--- src/rtl/dec_iq_stage.sv ---
// Decode / issue stage: circular instruction queue feeding a registered execute slot,
// with operand selection, load-use interlock and branch resolution against the fetch prediction.
module dec_iq_stage #(
    parameter int IQ_DEPTH = 4,
    parameter int BP_CHECK = 1
) (
    input  logic                        clk,
    input  logic                        rst_n,
    input  logic                        fe_valid,
    output logic                        fe_ready,
    input  logic [31:0]                 fe_pc,
    input  logic [31:0]                 fe_ir,
    input  logic                        fe_rv16,
    input  logic                        fe_pred_taken,
    output logic [4:0]                  rs1_addr,
    output logic [4:0]                  rs2_addr,
    input  logic [31:0]                 rs1v,
    input  logic [31:0]                 rs2v,
    input  logic                        flush,
    input  logic                        ex_ready,
    output logic                        ex_valid,
    output logic [31:0]                 ex_pc,
    output logic [31:0]                 ex_op1,
    output logic [31:0]                 ex_op2,
    output logic [2:0]                  ex_aluop,
    output logic [6:0]                  ex_aluop_sub,
    output logic [2:0]                  ex_mem_op,
    output logic                        ex_wr_reg,
    output logic [4:0]                  ex_rd,
    output logic                        ex_load,
    output logic                        ex_store,
    output logic                        ex_illegal,
    output logic [31:0]                 ex_wdata,
    output logic                        redirect,
    output logic [31:0]                 redirect_pc,
    output logic [$clog2(IQ_DEPTH):0]   iq_count
);
    localparam int PW = $clog2(IQ_DEPTH);
    localparam int CW = PW + 1;

    localparam logic [6:0] OPC_LOAD    = 7'b0000011;
    localparam logic [6:0] OPC_MISCMEM = 7'b0001111;
    localparam logic [6:0] OPC_IMM     = 7'b0010011;
    localparam logic [6:0] OPC_AUIPC   = 7'b0010111;
    localparam logic [6:0] OPC_STORE   = 7'b0100011;
    localparam logic [6:0] OPC_OP      = 7'b0110011;
    localparam logic [6:0] OPC_LUI     = 7'b0110111;
    localparam logic [6:0] OPC_BRANCH  = 7'b1100011;
    localparam logic [6:0] OPC_JALR    = 7'b1100111;
    localparam logic [6:0] OPC_JAL     = 7'b1101111;

    typedef struct packed {
        logic [31:0] pc;
        logic [31:0] ir;
        logic        rv16;
        logic        pred;
    } iq_entry_t;

    iq_entry_t       iq_mem [IQ_DEPTH];
    logic [PW-1:0]   rd_ptr, wr_ptr;
    logic [CW-1:0]   count;

    iq_entry_t       head;
    logic [31:0]     ir, i_imm, s_imm, b_imm, u_imm, link_inc, br_target;
    logic [2:0]      f3;
    logic            has_head, push, issue, stall, kill_q, mispredict, taken, pred_eff;
    logic            use_rs1, use_rs2, is_branch;
    logic [31:0]     d_op1, d_op2, d_wdata;
    logic [2:0]      d_aluop;
    logic [6:0]      d_sub;
    logic            d_wr, d_load, d_store, d_ill;

    assign head     = iq_mem[rd_ptr];
    assign ir       = head.ir;
    assign f3       = ir[14:12];
    assign has_head = (count != '0);
    assign iq_count = count;
    assign fe_ready = (count < CW'(IQ_DEPTH));
    assign rs1_addr = has_head ? ir[19:15] : 5'd0;
    assign rs2_addr = has_head ? ir[24:20] : 5'd0;

    assign i_imm    = {{20{ir[31]}}, ir[31:20]};
    assign s_imm    = {{20{ir[31]}}, ir[31:25], ir[11:7]};
    assign b_imm    = {{19{ir[31]}}, ir[31], ir[7], ir[30:25], ir[11:8], 1'b0};
    assign u_imm    = {ir[31:12], 12'd0};
    assign link_inc = head.rv16 ? 32'd2 : 32'd4;

    // NOTE: every signal assigned in always_comb gets a default first, otherwise a latch is inferred.
    always_comb begin
        d_op1     = '0;
        d_op2     = '0;
        d_wdata   = '0;
        d_aluop   = '0;
        d_sub     = '0;
        d_wr      = 1'b0;
        d_load    = 1'b0;
        d_store   = 1'b0;
        d_ill     = 1'b0;
        use_rs1   = 1'b0;
        use_rs2   = 1'b0;
        is_branch = 1'b0;
        case (ir[6:0])
            OPC_LOAD:    begin d_op1 = rs1v; d_op2 = i_imm; d_wr = 1'b1; d_load = 1'b1; use_rs1 = 1'b1; end
            OPC_IMM: begin
                d_op1   = rs1v;
                d_op2   = i_imm;
                d_aluop = f3;
                d_sub   = (f3 == 3'd1 || f3 == 3'd5) ? ir[31:25] : 7'd1;
                d_wr    = 1'b1;
                use_rs1 = 1'b1;
            end
            OPC_OP: begin
                d_op1   = rs1v;
                d_op2   = rs2v;
                d_aluop = f3;
                d_sub   = ir[31:25];
                d_wr    = 1'b1;
                use_rs1 = 1'b1;
                use_rs2 = 1'b1;
            end
            OPC_STORE:   begin d_op1 = rs1v; d_op2 = s_imm; d_wdata = rs2v; d_store = 1'b1; use_rs1 = 1'b1; use_rs2 = 1'b1; end
            OPC_LUI:     begin d_op1 = u_imm; d_wr = 1'b1; end
            OPC_AUIPC:   begin d_op1 = u_imm; d_op2 = head.pc; d_wr = 1'b1; end
            OPC_JAL:     begin d_op1 = head.pc; d_op2 = link_inc; d_wr = 1'b1; end
            OPC_JALR:    begin d_op1 = head.pc; d_op2 = link_inc; d_wr = 1'b1; use_rs1 = 1'b1; end
            OPC_BRANCH:  begin d_op1 = rs1v; d_op2 = rs2v; is_branch = 1'b1; use_rs1 = 1'b1; use_rs2 = 1'b1; end
            OPC_MISCMEM: ;
            default:     d_ill = 1'b1;
        endcase
    end

    always_comb begin
        taken = 1'b0;
        case (f3)
            3'b000:  taken = (rs1v == rs2v);
            3'b001:  taken = (rs1v != rs2v);
            3'b100:  taken = ($signed(rs1v) <  $signed(rs2v));
            3'b101:  taken = ($signed(rs1v) >= $signed(rs2v));
            3'b110:  taken = (rs1v <  rs2v);
            3'b111:  taken = (rs1v >= rs2v);
            default: taken = 1'b0;
        endcase
    end

    assign br_target  = head.pc + (taken ? b_imm : link_inc);
    assign pred_eff   = (BP_CHECK != 0) ? head.pred : 1'b0;
    assign stall      = ex_valid && ex_load && (ex_rd != 5'd0) &&
                        ((use_rs1 && ir[19:15] == ex_rd) || (use_rs2 && ir[24:20] == ex_rd));
    assign issue      = has_head && !stall && !flush && (!ex_valid || ex_ready);
    assign mispredict = issue && is_branch && (taken != pred_eff);
    assign push       = fe_valid && fe_ready;
    assign kill_q     = flush || mispredict;

    // NOTE: queue storage carries no reset; occupancy is governed entirely by the pointers and count.
    always_ff @(posedge clk) begin
        if (push && !kill_q) iq_mem[wr_ptr] <= '{pc: fe_pc, ir: fe_ir, rv16: fe_rv16, pred: fe_pred_taken};
    end

    // NOTE: sequential state uses non-blocking assignments so all registers update from pre-edge values.
    always_ff @(posedge clk or negedge rst_n) begin
        if (!rst_n) begin
            rd_ptr <= '0;
            wr_ptr <= '0;
            count  <= '0;
        end else if (kill_q) begin
            rd_ptr <= '0;
            wr_ptr <= '0;
            count  <= '0;
        end else begin
            if (push)  wr_ptr <= wr_ptr + PW'(1);
            if (issue) rd_ptr <= rd_ptr + PW'(1);
            case ({push, issue})
                2'b10:   count <= count + CW'(1);
                2'b01:   count <= count - CW'(1);
                default: count <= count;
            endcase
        end
    end

    always_ff @(posedge clk or negedge rst_n) begin
        if (!rst_n) begin
            ex_valid     <= 1'b0;
            ex_pc        <= '0;
            ex_op1       <= '0;
            ex_op2       <= '0;
            ex_aluop     <= '0;
            ex_aluop_sub <= '0;
            ex_mem_op    <= '0;
            ex_wr_reg    <= 1'b0;
            ex_rd        <= '0;
            ex_load      <= 1'b0;
            ex_store     <= 1'b0;
            ex_illegal   <= 1'b0;
            ex_wdata     <= '0;
            redirect     <= 1'b0;
            redirect_pc  <= '0;
        end else begin
            redirect <= mispredict;
            if (mispredict) redirect_pc <= br_target;
            if (flush) begin
                ex_valid <= 1'b0;
            end else if (issue) begin
                ex_valid     <= 1'b1;
                ex_pc        <= head.pc;
                ex_op1       <= d_op1;
                ex_op2       <= d_op2;
                ex_aluop     <= d_aluop;
                ex_aluop_sub <= d_sub;
                ex_mem_op    <= f3;
                ex_wr_reg    <= d_wr;
                ex_rd        <= ir[11:7];
                ex_load      <= d_load;
                ex_store     <= d_store;
                ex_illegal   <= d_ill;
                ex_wdata     <= d_wdata;
            end else if (ex_ready) begin
                ex_valid <= 1'b0;
            end
        end
    end
endmodule

--- config.mk ---
export PLATFORM = sky130hd
export DESIGN_NAME = dec_iq_stage
export DESIGN_NICKNAME = d
export VERILOG_FILES = /design/src/rtl/dec_iq_stage.sv
export SDC_FILE = /design/constraint.sdc
export NUM_CORES = 1
export LEC_CHECK = 0
export ABC_AREA = 1
export CORE_MARGIN = 3
export CORE_UTILIZATION = 56
export CTS_BUF_LIST = sky130_fd_sc_hd__clkbuf_4 sky130_fd_sc_hd__clkbuf_8
export CTS_CLUSTER_SIZE = 8
export DETAILED_ROUTE_END_ITERATION = 10
export PLACE_DENSITY = 0.81
export SYNTH_ARGS = -nofsm -noshare
export SYNTH_HDL_FRONTEND = slang
export SYNTH_SLANG_ARGS = --single-unit
export TNS_END_PERCENT = 1
--- constraint.sdc ---
create_clock -name clk -period 6.3 [get_ports clk]
set_input_delay 1.26 -clock clk [delete_from_list [all_inputs] [get_ports clk]]
set_output_delay 1.26 -clock clk [all_outputs]
set_load 0.02 [all_outputs]
==> results.tsv, run 1 <==
metric	value	unit
status	finished, final reports clean	
sequential element share of the synthesized area	59.34	%
Top Usage Layer GRT	met2	
crit path launch type	input port	
CP Buf/Inv Count	3	
Yosys cell types	59	
vias in the first global route	17710	
first-pass GRT wire length	105300	µm
most frequent cells in the layout	nand2_1, clkdlybuf4s50_1, edfxtp_1, o21ai_0, dfrtp_1	
CP required	6.78	ns
Num CTS Buffers	75	
slew of the pin with the lowest slew margin	1.086	ns
max FFs per register	264	
Post-synth EDFFs	264	
final non-filler cell total	3056	
routed vias/inst	5.906	
Die X	201.5	µm
synthesized area	0.02141	mm²
die outline height	201.5	µm
Slew Limit Headroom	27.59	%
Placer Congestion	0.9492	
syn_area_per_cell	9.983	µm²
Slew Limit Fails	0	
Area contributors post-synth	edfxtp_1, dfrtp_1, nand2_1, o21ai_0, ha_1	
die area	0.04062	mm²
Synth Register Bits	455	
Top reg by flops	iq_mem	
worst hold path type	register to register	
post-CTS sizing	0	
Syn Inst Count	2145	
Initial Util	57.66	%
initial antenna violation count	5	
Main synth FF type	edfxtp_1	
leakage	0.01120	µW
GR Util met2	53.94	%
TritonRoute pass-1 iters	6	
crit-path max cell delay	0.49	ns
warnings from Yosys	0	
Yosys top cell area share	37.02	%
family with the most delay on the worst path	simple AND/OR/NAND/NOR gates	
Syn Nets	2329	
core box area	0.03714	mm²
hold buffer count at cts	0	
total grt overflow	0	
num ports	333	
met1 global-route usage	44.15	%
CP Max Fanout	6	
clock-pin transition on the worst setup and hold timing paths	0.06	ns
area leader, netlist	edfxtp_1	
DR vias	18050	
Crit-path slowest cell	clkdlybuf4s50_1	
final hold violations	0	
fin crit period	5.836	ns
RSZ-0062 raised after global routing	false	
Filler cells	2732	
H-tree levels	3	
Total GRT Usage	34.02	%
Max Freq	171.4	MHz
WP data arrival	6.31	ns
Worst Setup End Kind	register	
worst setup path class	input port to register	
Post-CTS Setup Inserts	0	
Port-buffer cells	332	
Final nets	2670	
most common cell after layout, fill and taps aside	nand2_1	
clock skew	0.03437	ns
post-DP HPWL	49600	µm
Critical Path Most Common Cell	nand2_1	
DR WL/cell	22.98	µm
Synth async-reset ratio	41.98	%
max_cap viols	0	
Placed Cells	2913	
area added between synthesis and finish	24.83	%
Residual DRC	0	
Starting DRT DRC Count	2126	
Finished Core Util	71.98	%
maximum clock path buffer count	3	
hold slack	0.4782	ns
clock root buffer master	clkbuf_8	
GRT met3 Usage	9.545	%
Final Setup Violations	0	
R2R setup slack	1.27	ns
TritonCTS Sinks	455	
power density over the cells	419.2	mW/mm²
largest net degree at the start of global routing	263	
post-layout power	11210	µW
fin crit share	92.63	%
CTS tree	built	
VDD IR max	0.2464	mV
clk_lat worst skew	0.65	ns
Post-Route WL	70220	µm
# rows	70	
layout cells sized above 1	10.83	%
post-route ant nets	0	
## synthesized netlist by cell type (5+ instances only)
| cell type | number |
|---|---|
| o21ai_0 | 206 |
| o21ai_1 | 18 |
| dfrtp_1 | 191 |
| a21oi_1 | 77 |
| a32oi_1 | 42 |
| inv_2 | 15 |
| nand2_4 | 11 |
| clkbuf_1 | 43 |
| o31ai_1 | 10 |
| nor2_2 | 15 |
| nand3_1 | 94 |
| nand4_1 | 8 |
| edfxtp_1 | 264 |
| buf_1 | 5 |
| nor2_1 | 132 |
| xor2_1 | 20 |
| o22ai_1 | 16 |
| nand2_1 | 577 |
| buf_4 | 17 |
| inv_1 | 146 |
| nor3_1 | 8 |
| ha_1 | 47 |
| nand2_2 | 29 |
| o41ai_1 | 16 |
| buf_6 | 20 |
| a22oi_1 | 12 |
| nand3_2 | 6 |
| a211oi_1 | 22 |
| buf_2 | 22 |
| nor2_4 | 7 |
| xnor2_1 | 6 |
## cell families after synthesis
family / synth area share [%]
AO/OA/AOI/OAI: 12.46
XOR/XNOR: 1.063
flip-flops: 59.34
buffers and inverters: 6.007
adder cells (fa/ha/maj): 2.933
AND/OR/NAND/NOR: 18.14
multiplexers: 0.04675
## metal layers
metal / part of all wire [%] / vias to the layer above
met5: 0.038 / -
met4: 4.4 / 4
met3: 12 / 195
met2: 46 / 1177
met1: 37 / 8605
li1: - / 8068
## per-stage QoR
stage	TNS, ns	setup slack, ns	cell area (µm²)
6_report	0	0.4643	26730
5_1_grt	0	0.1583	26720
4_1_cts	0	0.6075	26720
3_5_place_dp	-0.07895	-0.04776	25190
3_3_place_gp	0	0.1033	25190
2_1_floorplan	-79.76	-0.3021	21410
## report_power, final
part	switching, µW	internal, µW
clock network	1190	1430
registers	276	3570
logic	3150	1590
total	4620	6580
## final cells by class
| type | instances | area [µm²] | area share (%) |
|---|---|---|---|
| inverters | 164 | 624.3 | 2.336 |
| clock inverters | 20 | 127.6 | 0.4775 |
| repair buffers | 372 | 3765 | 14.09 |
| multi-input cells | 1418 | 7461 | 27.91 |
| clock buffers | 119 | 1400 | 5.238 |
| flip-flops and latches | 455 | 12710 | 47.55 |
| diodes | 4 | 10.01 | 0.03745 |
| well taps | 504 | 630.6 | 2.359 |
## path summary, 6_finish.rpt
kind | startpoint | end | cells after the start
worst max-delay path | rs2v[15] | redirect_pc[19] | 31
worst min-delay path | ex_mem_op[1] | ex_mem_op[1] | 2
worst max register to register | rd_ptr[0] | redirect_pc[19] | 29
worst min register to register | ex_mem_op[1] | ex_mem_op[1] | 2
max in group asynchronous | rst_n | ex_op2[4] | 2
min in group asynchronous | rst_n | ex_pc[22] | 1
## tightest hold or removal path, cell delays in order (launching register included)
cell	delay (ns)
dfrtp_1	0.34
nand2_1	0.05
nand2_1	0.05
Note: power is estimated with default switching activity, not from simulation.
==> run 2, diff against run 1 <==
- CORE_UTILIZATION: 56 -> 54
- CTS_BUF_LIST: sky130_fd_sc_hd__clkbuf_4 sky130_fd_sc_hd__clkbuf_8 -> sky130_fd_sc_hd__clkbuf_16
- PLACE_DENSITY: 0.81 -> 0.78
- REMOVE_ABC_BUFFERS: default -> 1
==> run 2 against run 1 <==
Against the previous run: largest cell class unchanged; routed wire length increased by 0.85%; sequential share of layout area decreased by 0.65 points; critical endpoint is now redirect_pc[27]; largest power group unchanged; first-iteration DRC count decreased by 11%; clock-buffer cell count decreased by 52; sequential power is essentially flat; cell count about the same.
==> results.tsv, run 2 (synthesized netlist as in run 1, its figures left out) <==
metric	value	unit
status	finished, final reports clean	
Placer Congestion	0.9348	
routed vias/inst	5.851	
Final nets	2665	
Starting DRT DRC Count	1894	
Initial Util	55.02	%
setup_tns	0	ns
# rows	72	
crit-path max cell delay	0.50	ns
worst hold path type	register to register	
DR WL/cell	23.19	µm
max FFs per register	264	
Clock power frac	27.4	%
worst setup path class	input port to register	
crit path launch type	input port	
post-route ant nets	0	
maximum clock path buffer count	3	
die area	0.04208	mm²
RSZ-0062 raised after global routing	false	
vias in the first global route	17610	
Slew Limit Headroom	28.78	%
placed instance area	0.02517	mm²
clock root buffer master	clkbuf_16	
Critical Path Most Common Cell	nand2_1	
largest net degree at the start of global routing	225	
hold slack	0.4807	ns
most frequent cells in the layout	nand2_1, clkdlybuf4s50_1, edfxtp_1, o21ai_0, inv_1	
Post-CTS Setup Inserts	0	
die outline height	205.1	µm
clock skew	0.02272	ns
Finished Cell Area	0.02710	mm²
VDD IR max	0.2604	mV
FF-to-FF path depth	19	
first-pass GRT wire length	106600	µm
Residual DRC	0	
Filler cells	2924	
Top reg by flops	iq_mem	
Max Freq	174.1	MHz
clk_lat worst skew	0.58	ns
num ports	333	
Num CTS Buffers	66	
Post-Route WL	70820	µm
Worst Setup End Kind	register	
Crit-path slowest cell	clkdlybuf4s50_1	
Slew Limit Fails	0	
clock-pin transition on the worst setup and hold timing paths	0.05	ns
Pint	7045	µW
sw power	4660	µW
Port-buffer cells	332	
max_cap viols	0	
switching share of power	39.81	%
DR vias	17870	
Final Setup Violations	0	
TritonRoute pass-1 iters	6	
leakage	0.01149	µW
H-tree levels	3	
Total GRT Usage	33.58	%
fin crit period	5.742	ns
post-DP HPWL	48760	µm
most common cell after layout, fill and taps aside	nand2_1	
post-layout power	11710	µW
fin crit share	91.15	%
layout cells sized above 1	8.771	%
core box area	0.03892	mm²
WP data arrival	6.19	ns
hold path depth	2	
CTS tree	built	
TritonCTS Sinks	455	
Die X	205.1	µm
initial antenna violation count	6	
slew of the pin with the lowest slew margin	1.067	ns
area added between synthesis and finish	26.56	%
Seq pwr share	33.0	%
power density over the cells	431.9	mW/mm²
total grt overflow	0	
CP Max Fanout	8	
final hold violations	0	
CP required	6.75	ns
combinational share of power	39.6	%
-- run 2: changes by cell type in the layout (fill, tap and decap cells not counted), moves of 2 or more --
cell and delta:
buf_12 -6, clkbuf_16 +67, clkinvlp_4 -3, clkbuf_4 -38, nor2_2 +2, buf_4 +10
clkinv_1 -7, clkbuf_8 -81, clkinv_8 +2, inv_1 +46, nor2_1 -2, clkinv_2 -5
-- run 2: critical path: cells and delay by family --
| family | cells | cell delay [ns] |
|---|---|---|
| AO/OA/AOI/OAI | 5 | 0.79 |
| adder cells (fa/ha/maj) | 3 | 0.92 |
| AND/OR/NAND/NOR | 25 | 2.48 |
| buffers and inverters | 4 | 0.69 |
-- run 2: metrics by stage --
step / worst slack (ns) / instances / util, %
floorplan: -4.312 / 2037 / -
global placement: 0.2924 / 2931 / 64.67
detailed placement: 0.1301 / 2931 / 64.67
CTS: 0.6622 / 3049 / 69.60
global route: 0.05484 / 3052 / 69.62
finish: 0.5576 / 3054 / 69.64
-- run 2: final timing paths --
| check | start | slack (ns) | end |
|---|---|---|---|
| hold reg to reg | ex_op2[16] | 0.48 | ex_op2[16] |
| hold / removal | ex_op2[16] | 0.48 | ex_op2[16] |
| setup / recovery | rs2v[17] | 0.56 | redirect_pc[27] |
| setup reg to reg | rd_ptr[0] | 1.02 | iq_mem[3][22] |
| max in group asynchronous | rst_n | 4.15 | ex_op2[3] |
| min in group asynchronous | rst_n | 0.79 | ex_pc[17] |
-- run 2: power groups by stage --
stage,registers [µW],clock network (µW),logic (µW)
2_1_floorplan,4220,0,2320
3_3_place_gp,3890,0,4460
3_5_place_dp,3900,0,4530
4_1_cts,3850,3240,4580
5_1_grt,3890,3370,5010
6_report,3860,3210,4640
-- run 2: routing by layer --
layer | global-route usage, % | share of wire, %
met2 | 54.30 | 47
met3 | 8.358 | 10
met4 | 13.06 | 3.6
met1 | 43.91 | 38
met5 | 0 | 0.018
-- run 2: area by class of cell --
cell class                 count  area, µm²  area share [%]
clock inverter                51      242.7          0.8957
clock buffer                  67       1677           6.187
inverter                     164      624.3           2.304
multi-input combinational   1418       7466           27.55
tap                          518      648.1           2.392
sequential                   455      12710           46.90
timing repair buffer         376       3720           13.73
antenna                        5      12.51         0.04617
-- run 2: timing repair --
action                                  CTS  global route
hold buffers                              0             0
gates resized for setup                   0             1
endpoints found under the setup margin    0             1
